$ cat config.mk
export PLATFORM = sky130hd
export DESIGN_NAME = sc_waypoint_sequencer_flat
export DESIGN_NICKNAME = d
export VERILOG_FILES = /design/src/rtl/sc_waypoint_sequencer_if.sv /design/src/rtl/sc_waypoint_sequencer.sv /design/src/flat_wrapper.sv
export SDC_FILE = /design/constraint.sdc
export NUM_CORES = 1
export LEC_CHECK = 0
export CORE_ASPECT_RATIO = 1.2
export CORE_UTILIZATION = 45
export CTS_CLUSTER_SIZE = 25
export DETAILED_ROUTE_END_ITERATION = 6
export GPL_ROUTABILITY_DRIVEN = 0
export PLACE_DENSITY_LB_ADDON = 0.25
export SKIP_CTS_REPAIR_TIMING = 1
export SKIP_LAST_GASP = 1
export SLEW_MARGIN = 30
export SYNTH_ARGS = -nofsm -noshare
export SYNTH_HDL_FRONTEND = slang
export SYNTH_SLANG_ARGS = --single-unit
$ cat constraint.sdc
create_clock -name SC_WAYPOINT_SEQUENCER_CLOCK_50 -period 4.3 [get_ports SC_WAYPOINT_SEQUENCER_CLOCK_50]
set_input_delay 1.29 -clock SC_WAYPOINT_SEQUENCER_CLOCK_50 [delete_from_list [all_inputs] [get_ports SC_WAYPOINT_SEQUENCER_CLOCK_50]]
set_output_delay 1.29 -clock SC_WAYPOINT_SEQUENCER_CLOCK_50 [all_outputs]
set_load 0.05 [all_outputs]
$ cat src/rtl/sc_waypoint_sequencer_if.sv
// Waypoint sequencer control/status bundle: run controls and ack come in from the
// master side, the mux select and run status go back out from the sequencer.
interface sc_waypoint_sequencer_if;
  logic       SC_WAYPOINT_SEQUENCER_start_In;
  logic       SC_WAYPOINT_SEQUENCER_abort_In;
  logic       SC_WAYPOINT_SEQUENCER_loop_In;
  logic [2:0] SC_WAYPOINT_SEQUENCER_lastIndex_InBus;
  logic       SC_WAYPOINT_SEQUENCER_ack_In;
  logic [2:0] SC_WAYPOINT_SEQUENCER_select_OutBus;
  logic       SC_WAYPOINT_SEQUENCER_valid_Out;
  logic       SC_WAYPOINT_SEQUENCER_busy_Out;
  logic       SC_WAYPOINT_SEQUENCER_done_Out;
  logic       SC_WAYPOINT_SEQUENCER_timeout_Out;

  modport master (
    output SC_WAYPOINT_SEQUENCER_start_In, SC_WAYPOINT_SEQUENCER_abort_In,
           SC_WAYPOINT_SEQUENCER_loop_In, SC_WAYPOINT_SEQUENCER_lastIndex_InBus,
           SC_WAYPOINT_SEQUENCER_ack_In,
    input  SC_WAYPOINT_SEQUENCER_select_OutBus, SC_WAYPOINT_SEQUENCER_valid_Out,
           SC_WAYPOINT_SEQUENCER_busy_Out, SC_WAYPOINT_SEQUENCER_done_Out,
           SC_WAYPOINT_SEQUENCER_timeout_Out
  );

  modport slave (
    input  SC_WAYPOINT_SEQUENCER_start_In, SC_WAYPOINT_SEQUENCER_abort_In,
           SC_WAYPOINT_SEQUENCER_loop_In, SC_WAYPOINT_SEQUENCER_lastIndex_InBus,
           SC_WAYPOINT_SEQUENCER_ack_In,
    output SC_WAYPOINT_SEQUENCER_select_OutBus, SC_WAYPOINT_SEQUENCER_valid_Out,
           SC_WAYPOINT_SEQUENCER_busy_Out, SC_WAYPOINT_SEQUENCER_done_Out,
           SC_WAYPOINT_SEQUENCER_timeout_Out
  );
endinterface

$ cat src/rtl/sc_waypoint_sequencer.sv
// Steps an 8:1 waypoint mux through slots 0..lastIndex, presenting each until the
// consumer acks, dwelling afterwards, with optional looping and an ISSUE watchdog.
module sc_waypoint_sequencer #(
  parameter int unsigned DWELL_CYCLES   = 1000,
  parameter int unsigned TIMEOUT_CYCLES = 50_000_000,
  parameter int unsigned COUNT_WIDTH    = 32
) (
  input  logic                     SC_WAYPOINT_SEQUENCER_CLOCK_50,
  input  logic                     SC_WAYPOINT_SEQUENCER_RESET_InHigh,
  sc_waypoint_sequencer_if.slave   bus
);

  localparam int unsigned DWELL_EFF   = (DWELL_CYCLES == 0) ? 1 : DWELL_CYCLES;
  localparam int unsigned TIMEOUT_EFF = (TIMEOUT_CYCLES == 0) ? 1 : TIMEOUT_CYCLES;
  localparam logic [COUNT_WIDTH-1:0] DWELL_LAST   = COUNT_WIDTH'(DWELL_EFF - 1);
  localparam logic [COUNT_WIDTH-1:0] TIMEOUT_LAST = COUNT_WIDTH'(TIMEOUT_EFF - 1);

  typedef enum logic [2:0] {
    S_IDLE, S_SETTLE, S_ISSUE, S_DWELL, S_DONE, S_FAULT
  } state_t;

  state_t                 r_state, w_state;
  logic [2:0]             r_index, w_index;
  logic [2:0]             r_last, w_last;
  logic                   r_loop, w_loop;
  logic [COUNT_WIDTH-1:0] r_wd, w_wd;
  logic [COUNT_WIDTH-1:0] r_dw, w_dw;
  logic [2:0]             r_select, w_select;
  logic                   r_valid, w_valid;
  logic                   r_busy, w_busy;
  logic                   r_done, w_done;
  logic                   r_timeout, w_timeout;

  always_ff @(posedge SC_WAYPOINT_SEQUENCER_CLOCK_50) begin
    if (SC_WAYPOINT_SEQUENCER_RESET_InHigh) begin
      r_state   <= S_IDLE;
      r_index   <= 3'd0;
      r_last    <= 3'd0;
      r_loop    <= 1'b0;
      r_wd      <= '0;
      r_dw      <= '0;
      r_select  <= 3'd0;
      r_valid   <= 1'b0;
      r_busy    <= 1'b0;
      r_done    <= 1'b0;
      r_timeout <= 1'b0;
    end else begin
      r_state   <= w_state;
      r_index   <= w_index;
      r_last    <= w_last;
      r_loop    <= w_loop;
      r_wd      <= w_wd;
      r_dw      <= w_dw;
      r_select  <= w_select;
      r_valid   <= w_valid;
      r_busy    <= w_busy;
      r_done    <= w_done;
      r_timeout <= w_timeout;
    end
  end

  // Outputs are computed one state ahead so every port comes straight from a flop.
  always_comb begin
    w_state   = r_state;
    w_index   = r_index;
    w_last    = r_last;
    w_loop    = r_loop;
    w_wd      = r_wd;
    w_dw      = r_dw;
    w_select  = r_select;
    w_valid   = 1'b0;
    w_busy    = 1'b0;
    w_done    = 1'b0;
    w_timeout = r_timeout;

    if (bus.SC_WAYPOINT_SEQUENCER_abort_In) begin
      w_state  = S_IDLE;
      w_index  = 3'd0;
      w_select = 3'd0;
    end else begin
      case (r_state)
        S_IDLE, S_FAULT: begin
          if (bus.SC_WAYPOINT_SEQUENCER_start_In) begin
            w_state   = S_SETTLE;
            w_index   = 3'd0;
            w_select  = 3'd0;
            w_busy    = 1'b1;
            w_last    = bus.SC_WAYPOINT_SEQUENCER_lastIndex_InBus;
            w_loop    = bus.SC_WAYPOINT_SEQUENCER_loop_In;
            w_timeout = 1'b0;
          end
        end
        S_SETTLE: begin
          w_state = S_ISSUE;
          w_valid = 1'b1;
          w_busy  = 1'b1;
          w_wd    = '0;
        end
        S_ISSUE: begin
          w_busy = 1'b1;
          // An ack landing on the expiry cycle still counts as success.
          if (bus.SC_WAYPOINT_SEQUENCER_ack_In) begin
            w_state = S_DWELL;
            w_dw    = '0;
          end else if (r_wd == TIMEOUT_LAST) begin
            w_state   = S_FAULT;
            w_busy    = 1'b0;
            w_timeout = 1'b1;
          end else begin
            w_valid = 1'b1;
            w_wd    = r_wd + COUNT_WIDTH'(1);
          end
        end
        S_DWELL: begin
          w_busy = 1'b1;
          if (r_dw == DWELL_LAST) begin
            if (r_index != r_last) begin
              w_state  = S_SETTLE;
              w_index  = r_index + 3'd1;
              w_select = r_index + 3'd1;
            end else if (r_loop) begin
              w_state  = S_SETTLE;
              w_index  = 3'd0;
              w_select = 3'd0;
            end else begin
              w_state = S_DONE;
              w_busy  = 1'b0;
              w_done  = 1'b1;
            end
          end else begin
            w_dw = r_dw + COUNT_WIDTH'(1);
          end
        end
        S_DONE: begin
          w_state = S_IDLE;
        end
        default: begin
          w_state = S_IDLE;
        end
      endcase
    end
  end

  assign bus.SC_WAYPOINT_SEQUENCER_select_OutBus = r_select;
  assign bus.SC_WAYPOINT_SEQUENCER_valid_Out     = r_valid;
  assign bus.SC_WAYPOINT_SEQUENCER_busy_Out      = r_busy;
  assign bus.SC_WAYPOINT_SEQUENCER_done_Out      = r_done;
  assign bus.SC_WAYPOINT_SEQUENCER_timeout_Out   = r_timeout;

endmodule

$ cat src/flat_wrapper.sv
// flat-port wrapper written by rule: the top's interface ports become plain ports
module sc_waypoint_sequencer_flat 
#(
  parameter int unsigned DWELL_CYCLES   = 1000,
  parameter int unsigned TIMEOUT_CYCLES = 50_000_000,
  parameter int unsigned COUNT_WIDTH    = 32
)
  (SC_WAYPOINT_SEQUENCER_CLOCK_50, SC_WAYPOINT_SEQUENCER_RESET_InHigh, bus_SC_WAYPOINT_SEQUENCER_start_In, bus_SC_WAYPOINT_SEQUENCER_abort_In, bus_SC_WAYPOINT_SEQUENCER_loop_In, bus_SC_WAYPOINT_SEQUENCER_lastIndex_InBus, bus_SC_WAYPOINT_SEQUENCER_ack_In, bus_SC_WAYPOINT_SEQUENCER_select_OutBus, bus_SC_WAYPOINT_SEQUENCER_valid_Out, bus_SC_WAYPOINT_SEQUENCER_busy_Out, bus_SC_WAYPOINT_SEQUENCER_done_Out, bus_SC_WAYPOINT_SEQUENCER_timeout_Out);
  sc_waypoint_sequencer_if bus_i ();
  input  logic SC_WAYPOINT_SEQUENCER_CLOCK_50;
  input  logic SC_WAYPOINT_SEQUENCER_RESET_InHigh;
  input wire logic [$bits(bus_i.SC_WAYPOINT_SEQUENCER_start_In)-1:0] bus_SC_WAYPOINT_SEQUENCER_start_In;
  input wire logic [$bits(bus_i.SC_WAYPOINT_SEQUENCER_abort_In)-1:0] bus_SC_WAYPOINT_SEQUENCER_abort_In;
  input wire logic [$bits(bus_i.SC_WAYPOINT_SEQUENCER_loop_In)-1:0] bus_SC_WAYPOINT_SEQUENCER_loop_In;
  input wire logic [$bits(bus_i.SC_WAYPOINT_SEQUENCER_lastIndex_InBus)-1:0] bus_SC_WAYPOINT_SEQUENCER_lastIndex_InBus;
  input wire logic [$bits(bus_i.SC_WAYPOINT_SEQUENCER_ack_In)-1:0] bus_SC_WAYPOINT_SEQUENCER_ack_In;
  output wire logic [$bits(bus_i.SC_WAYPOINT_SEQUENCER_select_OutBus)-1:0] bus_SC_WAYPOINT_SEQUENCER_select_OutBus;
  output wire logic [$bits(bus_i.SC_WAYPOINT_SEQUENCER_valid_Out)-1:0] bus_SC_WAYPOINT_SEQUENCER_valid_Out;
  output wire logic [$bits(bus_i.SC_WAYPOINT_SEQUENCER_busy_Out)-1:0] bus_SC_WAYPOINT_SEQUENCER_busy_Out;
  output wire logic [$bits(bus_i.SC_WAYPOINT_SEQUENCER_done_Out)-1:0] bus_SC_WAYPOINT_SEQUENCER_done_Out;
  output wire logic [$bits(bus_i.SC_WAYPOINT_SEQUENCER_timeout_Out)-1:0] bus_SC_WAYPOINT_SEQUENCER_timeout_Out;
  assign bus_i.SC_WAYPOINT_SEQUENCER_start_In = bus_SC_WAYPOINT_SEQUENCER_start_In;
  assign bus_i.SC_WAYPOINT_SEQUENCER_abort_In = bus_SC_WAYPOINT_SEQUENCER_abort_In;
  assign bus_i.SC_WAYPOINT_SEQUENCER_loop_In = bus_SC_WAYPOINT_SEQUENCER_loop_In;
  assign bus_i.SC_WAYPOINT_SEQUENCER_lastIndex_InBus = bus_SC_WAYPOINT_SEQUENCER_lastIndex_InBus;
  assign bus_i.SC_WAYPOINT_SEQUENCER_ack_In = bus_SC_WAYPOINT_SEQUENCER_ack_In;
  assign bus_SC_WAYPOINT_SEQUENCER_select_OutBus = bus_i.SC_WAYPOINT_SEQUENCER_select_OutBus;
  assign bus_SC_WAYPOINT_SEQUENCER_valid_Out = bus_i.SC_WAYPOINT_SEQUENCER_valid_Out;
  assign bus_SC_WAYPOINT_SEQUENCER_busy_Out = bus_i.SC_WAYPOINT_SEQUENCER_busy_Out;
  assign bus_SC_WAYPOINT_SEQUENCER_done_Out = bus_i.SC_WAYPOINT_SEQUENCER_done_Out;
  assign bus_SC_WAYPOINT_SEQUENCER_timeout_Out = bus_i.SC_WAYPOINT_SEQUENCER_timeout_Out;
  sc_waypoint_sequencer #(.DWELL_CYCLES(DWELL_CYCLES), .TIMEOUT_CYCLES(TIMEOUT_CYCLES), .COUNT_WIDTH(COUNT_WIDTH)) u_core (.SC_WAYPOINT_SEQUENCER_CLOCK_50(SC_WAYPOINT_SEQUENCER_CLOCK_50), .SC_WAYPOINT_SEQUENCER_RESET_InHigh(SC_WAYPOINT_SEQUENCER_RESET_InHigh), .bus(bus_i));
endmodule
After elaboration in Yosys (flattened, before gate mapping). Index checks and enable logic that the tools add are counted.

Add/sub/neg operators: 3. Equal/unequal tests: 16. Shift operators: 0. Reductions and logical operators: 14. Muxes and demuxes: 32. Bitwise operators: 3. $lt $le $gt $ge: 0. Div/mod/pow operators: 0. Multipliers: 0.

Operator list (number): 2-to-1 mux 32 bit (4); case mux 32 bit (2 select lines) (2); adder 32 x 1 -> 32 bit, second input constant (2); == test 32 x 10 -> 1 bit, second input constant (1); == test 32 x 26 -> 1 bit, second input constant (1); 2-to-1 mux 3 bit (10); case mux 3 bit (4 select lines) (1); AND reduction 4 bit (3); 2-to-1 mux 1 bit (11); inequality test 2 bit, second input constant (5); nonzero test 2 bit (4); == test 3 x 2 -> 1 bit, second input constant (2); case mux 3 bit (2 select lines) (1); AND reduction 3 bit (2); AND reduction 5 bit (1); OR reduction 5 bit (1); inequality test 2 x 1 -> 1 bit, second input constant (2); case mux 1 bit (2 select lines) (2); case mux 1 bit (4 select lines) (1); OR reduction 2 bit (2); adder 3 x 1 -> 3 bit, second input constant (1); == test 3 x 1 -> 1 bit, second input constant (1); == test 3 bit, second input constant (1); zero test 3 bit (1); 4 further kinds (6).

Memory bits (writable): 0. Logic and storage cells: 78. ROM bits: 0. Bits in registers: 78. Output and inout port bits: 7. Memories: 0. Input port bits: 9. Bits in latches: 0.

Logic depth before layout (Yosys ltp). Gate-level depths: netlist of the first run.

Depth in word-level cells: 4. Mapped depth: 8. Gate-level depth less buffers: 7.

Least setup slack after synthesis of the first run. OpenSTA, ideal clock, no wires.

Kind: input -> register. From: input bus_SC_WAYPOINT_SEQUENCER_ack_In. To: register u_core.r_wd[10]. Path slack: 1.704 ns. Stages on the path: 5. Data required time: 4.229 ns. Setup time: 0.071 ns. Arrival: 2.525 ns. Buffers on the path: 1. Path through: buf_1 o21ai_0 o211ai_2 or4b_2 a21oi_1.

Cells in the longest elaborated chain, start to end: 2.

RTL lines: start: declaration (line flat_wrapper.sv:16) `input wire logic [$bits(bus_i.SC_WAYPOINT_SEQUENCER_ack_In)-1:0] bus_SC_WAYPOINT_SEQUENCER_ack_In;`; inequality test 2 bit (no line); AND reduction 4 bit (no line); end signal: assignment (line sc_waypoint_sequencer.sv:52) `r_wd <= w_wd;`; end: declaration (line sc_waypoint_sequencer.sv:26) `logic [COUNT_WIDTH-1:0] r_wd, w_wd;`.

No other way between the ends. A chain may end at the register's enable or synchronous reset.

==> results of run 1 <==
## path summary, 6_finish.rpt
kind | startpoint | end | slack, ns | depth (start not counted)
max reg2reg | u_core.r_wd[0] | u_core.r_wd[13] | 1.47 | 8
min reg2reg | u_core.r_loop | u_core.r_loop | 0.46 | 2
min | u_core.r_loop | u_core.r_loop | 0.46 | 2
max | SC_WAYPOINT_SEQUENCER_RESET_InHigh | u_core.r_dw[22] | 1.13 | 6
## layer usage
metal / wire length (um) / global-route usage [%]
met5: 0 / 0
met4: 235 / 8.957
met3: 525 / 3.278
met2: 5566 / 40.17
met1: 5055 / 29.28
## worst register-to-register path, delay by kind of cell (launching register included)
kind / cells / cell delay [ns]
buf+inv: 1 / 0.35
simple gates: 3 / 0.71
fa+ha+maj: 1 / 0.27
flops: 1 / 0.43
compound gates: 3 / 0.99
## cell usage in the layout (no fill, tap or decap), types with 4 or more instances in the layout
cell type / n
a21oi_1: 57
nand2_1: 59
and3_1: 15
a21o_1: 4
nor3_1: 15
nand3b_1: 4
o21ai_1: 4
clkbuf_8: 11
o21a_1: 5
o31ai_1: 8
inv_1: 9
and2_1: 5
o21ai_0: 67
or3_1: 8
nand3_1: 29
clkdlybuf4s50_1: 15
nand4_1: 22
nor4b_1: 4
and4_1: 7
a31oi_1: 15
o41ai_1: 4
o211ai_1: 8
nor4_1: 12
nor2_1: 47
nand4b_1: 4
buf_4: 8
dfxtp_1: 78
or2_2: 4
## sequential cells by signal, indices dropped and copies added, names as in the netlist
register and cells:
u_core.bus.SC_WAYPOINT_SEQUENCER_done_Out 1, u_core.r_index 3, u_core.bus.SC_WAYPOINT_SEQUENCER_timeout_Out 1, u_core.bus.SC_WAYPOINT_SEQUENCER_valid_Out 1
u_core.r_dw 32, u_core.bus.SC_WAYPOINT_SEQUENCER_busy_Out 1, u_core.r_wd 32, u_core.r_last 3
u_core.r_state 3, u_core.r_loop 1
## stage by stage
stage,std cells,setup WS (ns),hold WS (ns),util [%],instance area (um2)
floorplan,568,1.704,0.4308,-,4315
CTS,696,1.174,0.4663,51.72,4746
global route,696,0.9797,0.4909,51.72,4746
global placement,680,0.9005,0.4450,49.22,4517
finish,696,1.133,0.4633,51.72,4746
detailed placement,681,0.7935,0.4528,49.30,4524
## power groups by stage
stage	Clock (uW)	Sequential (uW)	Combinational [uW]
after CTS	638	733	85.6
after detailed placement	0	750	85.5
after global placement	0	750	83.6
final	628	733	86.4
after global routing	661	735	95.5
after floorplan	0	753	54.8
## kinds of logic (layout without fill, tap and decap cells)
family                   Yosys count  after routing
AO/OA/AOI/OAI                    184            184
XOR/XNOR                           4              4
adder cells (fa/ha/maj)            3              3
buffers and inverters             39             47
flip-flops                        78             78
multiplexers                       2              2
AND/OR/NAND/NOR                  258            258
## layout make-up
type | count | area (um2) | area share, %
sequential | 78 | 1562 | 32.90
timing repair buffer | 23 | 210.2 | 4.429
multi-input combinational | 451 | 2569 | 54.13
tap | 120 | 150.1 | 3.164
clock buffer | 11 | 151.4 | 3.190
clock inverter | 4 | 70.07 | 1.476
inverter | 9 | 33.78 | 0.7118
==> qor.yml, run 1 <==
finalSetupViolCount: 0
cp_cell_sequence: "clkdlybuf4s50_1 > inv_1 > nand2_1 > nor2_2 > nand4_1 > o21ai_0"
port_buffers: 15
die_w_um: 91.40
crit_type: "in -> reg"
die-area_mm2: 0.009987
syn_area_mm2: 0.004315
seq_power_share_pct: 50.7
initial_core_util_pct: 47.03
yosysWarnings: 0
finalNetCount: 584
required_ns: 4.57
fin_skew_ns: 0.01499
finalHoldViolCount: 0
clock_latency_ns: 0.35
period_minus_slack_ns: 3.167
synth.distinct_cells: 60
synthCells: 568
power_uw: 1448
synth_edf_count: 0
rsz0062_at_grt: "false"
ios: 16
h-tree-depth: 3
synth-compound-area-share_pct: 24.64
yosysTopAreaCell: "dfxtp_1"
drv_slew: 0
synth_nets: 580
cts.path.max_buffers: 2
endpoint_kind: "register"
grtUsageTotal_pct: 23.23
cts_tree: "yes"
p_per_area_mw_per_mm2: 305.1
path_max_fanout: 19
wl_per_cell_um: 16.35
hold_path_class: "reg -> reg"
tightest_slew_ns: 0.8422
slew_headroom_pct: 43.79
critPathMaxStageDelay_ns: 0.72
critPathLaunchType: "primary input"
synth_top_family_by_area: "simple AND/OR/NAND/NOR gates"
ant_nets: 0
async_flop_share_pct: 0
critPathArrivalTime_ns: 3.44
max_freq_ghz: 0.3157
ys_seq_area_share_pct: 36.18
cpMaxStageDelayCell: "nor2_2"
totalWireLength_um: 11380
overflow: 0
p_leak_uw: 0.001594
p_comb_share_pct: 6.0
drive_gt1_share_pct: 7.465
cts.sinks: 78
die_h_um: 109.3
synth_common_cells: "78 x dfxtp_1, 67 x o21ai_0, 59 x nand2_1, 57 x a21oi_1, 47 x nor2_1"
critical_path_buf_inv_count: 2
status: "finished, final reports clean"
cts_buffers: 9
n_fill_cell: 895
cp_top_family: "simple AND/OR/NAND/NOR gates"
rows: 38
areaGrowthSynthToFinish_pct: 9.974
clockPowerShare_pct: 43.4
clkTransAtPathRegs_ns: 0.08
grt_pass1_vias: 3952
coreArea_mm2: 0.009176
synth_top_cell_area_share_pct: 36.18
synthMuxAreaShare_pct: 0.4639
grt_pass1_wl_um: 18910
n_antenna_cell: 0
synth_adder_area_share_pct: 0.8698
syn_area_per_cell_um2: 7.598
swShare_pct: 23.24
synthXorXnorAreaFrac_pct: 0.8118
max-cap-violations: 0
drt-pass1-iter-count: 4
first_iter_violations: 278
vias: 4327
via_per_inst: 6.217
root_buffer: "clkbuf_8"
finalCritPeriodShare_pct: 73.66
synth-simple-area-share_pct: 32.73
antenna_found_initial: 0
synth_most_common_cell: "dfxtp_1"
grt_max_degree: 28
p_int_uw: 1112
p_switching_uw: 336.5
ys_top_cells_by_area: "dfxtp_1 36%, o21ai_0 7.8%, a21oi_1 6.6%, nand2_1 5.1%, nor2_1 4.1%"
synthFlopType: "dfxtp_1"
tns_ns: 0
dpl.hpwl_um: 7775
ir_worst_vdd_mv: 0.2474
drcViolationCount: 0
yosys_register_bits: 78
(Power assumes the default switching activity.)
==> inputs of run 2 (changes only) <==
==> constraint.sdc (replaced) <==
create_clock -name SC_WAYPOINT_SEQUENCER_CLOCK_50 -period 2.9 [get_ports SC_WAYPOINT_SEQUENCER_CLOCK_50]
set_input_delay 0.87 -clock SC_WAYPOINT_SEQUENCER_CLOCK_50 [delete_from_list [all_inputs] [get_ports SC_WAYPOINT_SEQUENCER_CLOCK_50]]
set_output_delay 0.87 -clock SC_WAYPOINT_SEQUENCER_CLOCK_50 [all_outputs]
set_load 0.05 [all_outputs]
==> qor.yml, run 2 (same netlist as run 1, synthesis figures left out) <==
wl_per_cell_um: 15.69
cts_buffers: 9
antenna_found_initial: 0
cts.sinks: 78
p_leak_uw: 0.001617
p_int_uw: 1540
fin_skew_ns: 0.01266
finalNetCount: 593
drive_gt1_share_pct: 8.718
drcViolationCount: 0
port_buffers: 15
max-cap-violations: 0
cp_cell_sequence: "ha_1 > nand3_1 > or4_4 > or3_1 > o21ai_1 > o21ai_0 > a21o_1"
finalSetupViolCount: 0
period_minus_slack_ns: 2.568
n_antenna_cell: 0
endpoint_kind: "register"
coreArea_mm2: 0.009176
power_uw: 2026
ir_worst_vdd_mv: 0.1993
cts_tree: "yes"
tightest_slew_ns: 0.6845
p_switching_uw: 486.5
cts.path.max_buffers: 2
grt_max_degree: 28
dpl.hpwl_um: 7643
via_per_inst: 6.247
clockPowerShare_pct: 40.0
vias: 4404
finish.utilization_pct: 52.10
h-tree-depth: 3
cp_top_family: "simple AND/OR/NAND/NOR gates"
die_h_um: 109.3
areaGrowthSynthToFinish_pct: 10.79
place_area_mm2: 0.004592
critical_path_buf_inv_count: 0
ios: 16
initial_core_util_pct: 47.03
grt_pass1_wl_um: 18290
cpMaxStageDelayCell: "or4_4"
path_max_fanout: 8
critPathArrivalTime_ns: 2.81
finalHoldViolCount: 0
swShare_pct: 24.01
drv_slew: 0
rows: 38
die_w_um: 91.40
most-common-layout-cells: "78 x dfxtp_1, 67 x o21ai_0, 59 x nand2_1"
max_freq_ghz: 0.3894
rsz0062_at_grt: "false"
p_per_area_mw_per_mm2: 423.9
hold_path_class: "reg -> reg"
dp_cells: 690
required_ns: 3.15
drt-pass1-iter-count: 6
clock_latency_ns: 0.35
clkTransAtPathRegs_ns: 0.08
root_buffer: "clkbuf_8"
top_regs: "u_core.r_dw x32, u_core.r_wd x32"
slew_headroom_pct: 53.95
status: "finished, final reports clean"
critPathLaunchType: "register"
first_iter_violations: 336
crit_type: "reg -> reg"
totalWireLength_um: 11060
grtUsageTotal_pct: 22.57
grt_pass1_vias: 3917
critPathMaxStageDelay_ns: 0.56
die-area_mm2: 0.009987
final_area_mm2: 0.004781
p_comb_share_pct: 6.4
overflow: 0
seq_power_share_pct: 53.7
ant_nets: 0
layout_commonest_cell: "dfxtp_1"
tns_ns: 0
finalCritPeriodShare_pct: 88.55
layout.cells.non_filler: 705
[run 2: cell count changes in the layout (fill, tap and decap cells not counted)]
cell	before	now
buf_4	8	17
bufinv_16	2	1
clkbuf_1	0	1
clkbuf_8	11	10
clkinvlp_4	0	1
[run 2: metal layers]
layer / GRT usage [%] / routed length, um
met5: 0 / 0
met4: 10.09 / 246
met3: 2.789 / 463
met2: 38.94 / 5437
met1: 28.24 / 4914
[run 2: worst reg2reg max path: stages (launching register included)]
cell     delay (ns)
dfxtp_1        0.40
ha_1           0.28
nand3_1        0.19
or4_4          0.56
or3_1          0.53
o21ai_1        0.19
o21ai_0        0.12
a21o_1         0.20
[run 2: power by group through the flow]
stage               sequential [uW]  clock [uW]  combinational, uW
floorplan                      1120           0               81.3
global placement               1110           0                127
detailed placement             1110           0                128
CTS                            1090         826                129
global route                   1090         870                142
finish                         1090         810                129
[run 2: final cells by class]
| type | instances | area (um2) |
|---|---|---|
| Multi-Input combinational cell | 451 | 2569 |
| Tap cell | 120 | 150.1 |
| Timing Repair Buffer | 32 | 277.8 |
| Sequential cell | 78 | 1562 |
| Clock buffer | 11 | 141.4 |
| Fill cell | 880 | 4395 |
| Clock inverter | 4 | 47.55 |
| Inverter | 9 | 33.78 |
[run 2: path summary, 6_finish.rpt]
kind | to | startpoint | cells after the start | slack (ns)
worst min-delay path | u_core.r_loop | u_core.r_loop | 2 | 0.47
worst max-delay path | u_core.r_dw[26] | u_core.r_dw[1] | 7 | 0.33
worst max register to register | u_core.r_dw[26] | u_core.r_dw[1] | 7 | 0.33
worst min register to register | u_core.r_loop | u_core.r_loop | 2 | 0.47
[run 2: per-stage QoR]
| stage | worst slack, ns | hold WS (ns) |
|---|---|---|
| 3_3_place_gp | 0.2998 | 0.4523 |
| 2_1_floorplan | 0.6990 | 0.4308 |
| 6_report | 0.3320 | 0.4672 |
| 5_1_grt | 0.1797 | 0.4952 |
| 3_5_place_dp | 0.2566 | 0.4581 |
| 4_1_cts | 0.3443 | 0.4717 |
==> inputs of run 3 (changes only) <==
--- a/config.mk
+++ b/config.mk
@@ -5,6 +5,7 @@
 export SDC_FILE = /design/constraint.sdc
 export NUM_CORES = 1
 export LEC_CHECK = 0
+export CAP_MARGIN = 20
 export CORE_ASPECT_RATIO = 1.2
 export CORE_UTILIZATION = 45
 export CTS_CLUSTER_SIZE = 25
==> results of run 3 <==
No change in the layout: final DEF, timing and power equal those of run 2.
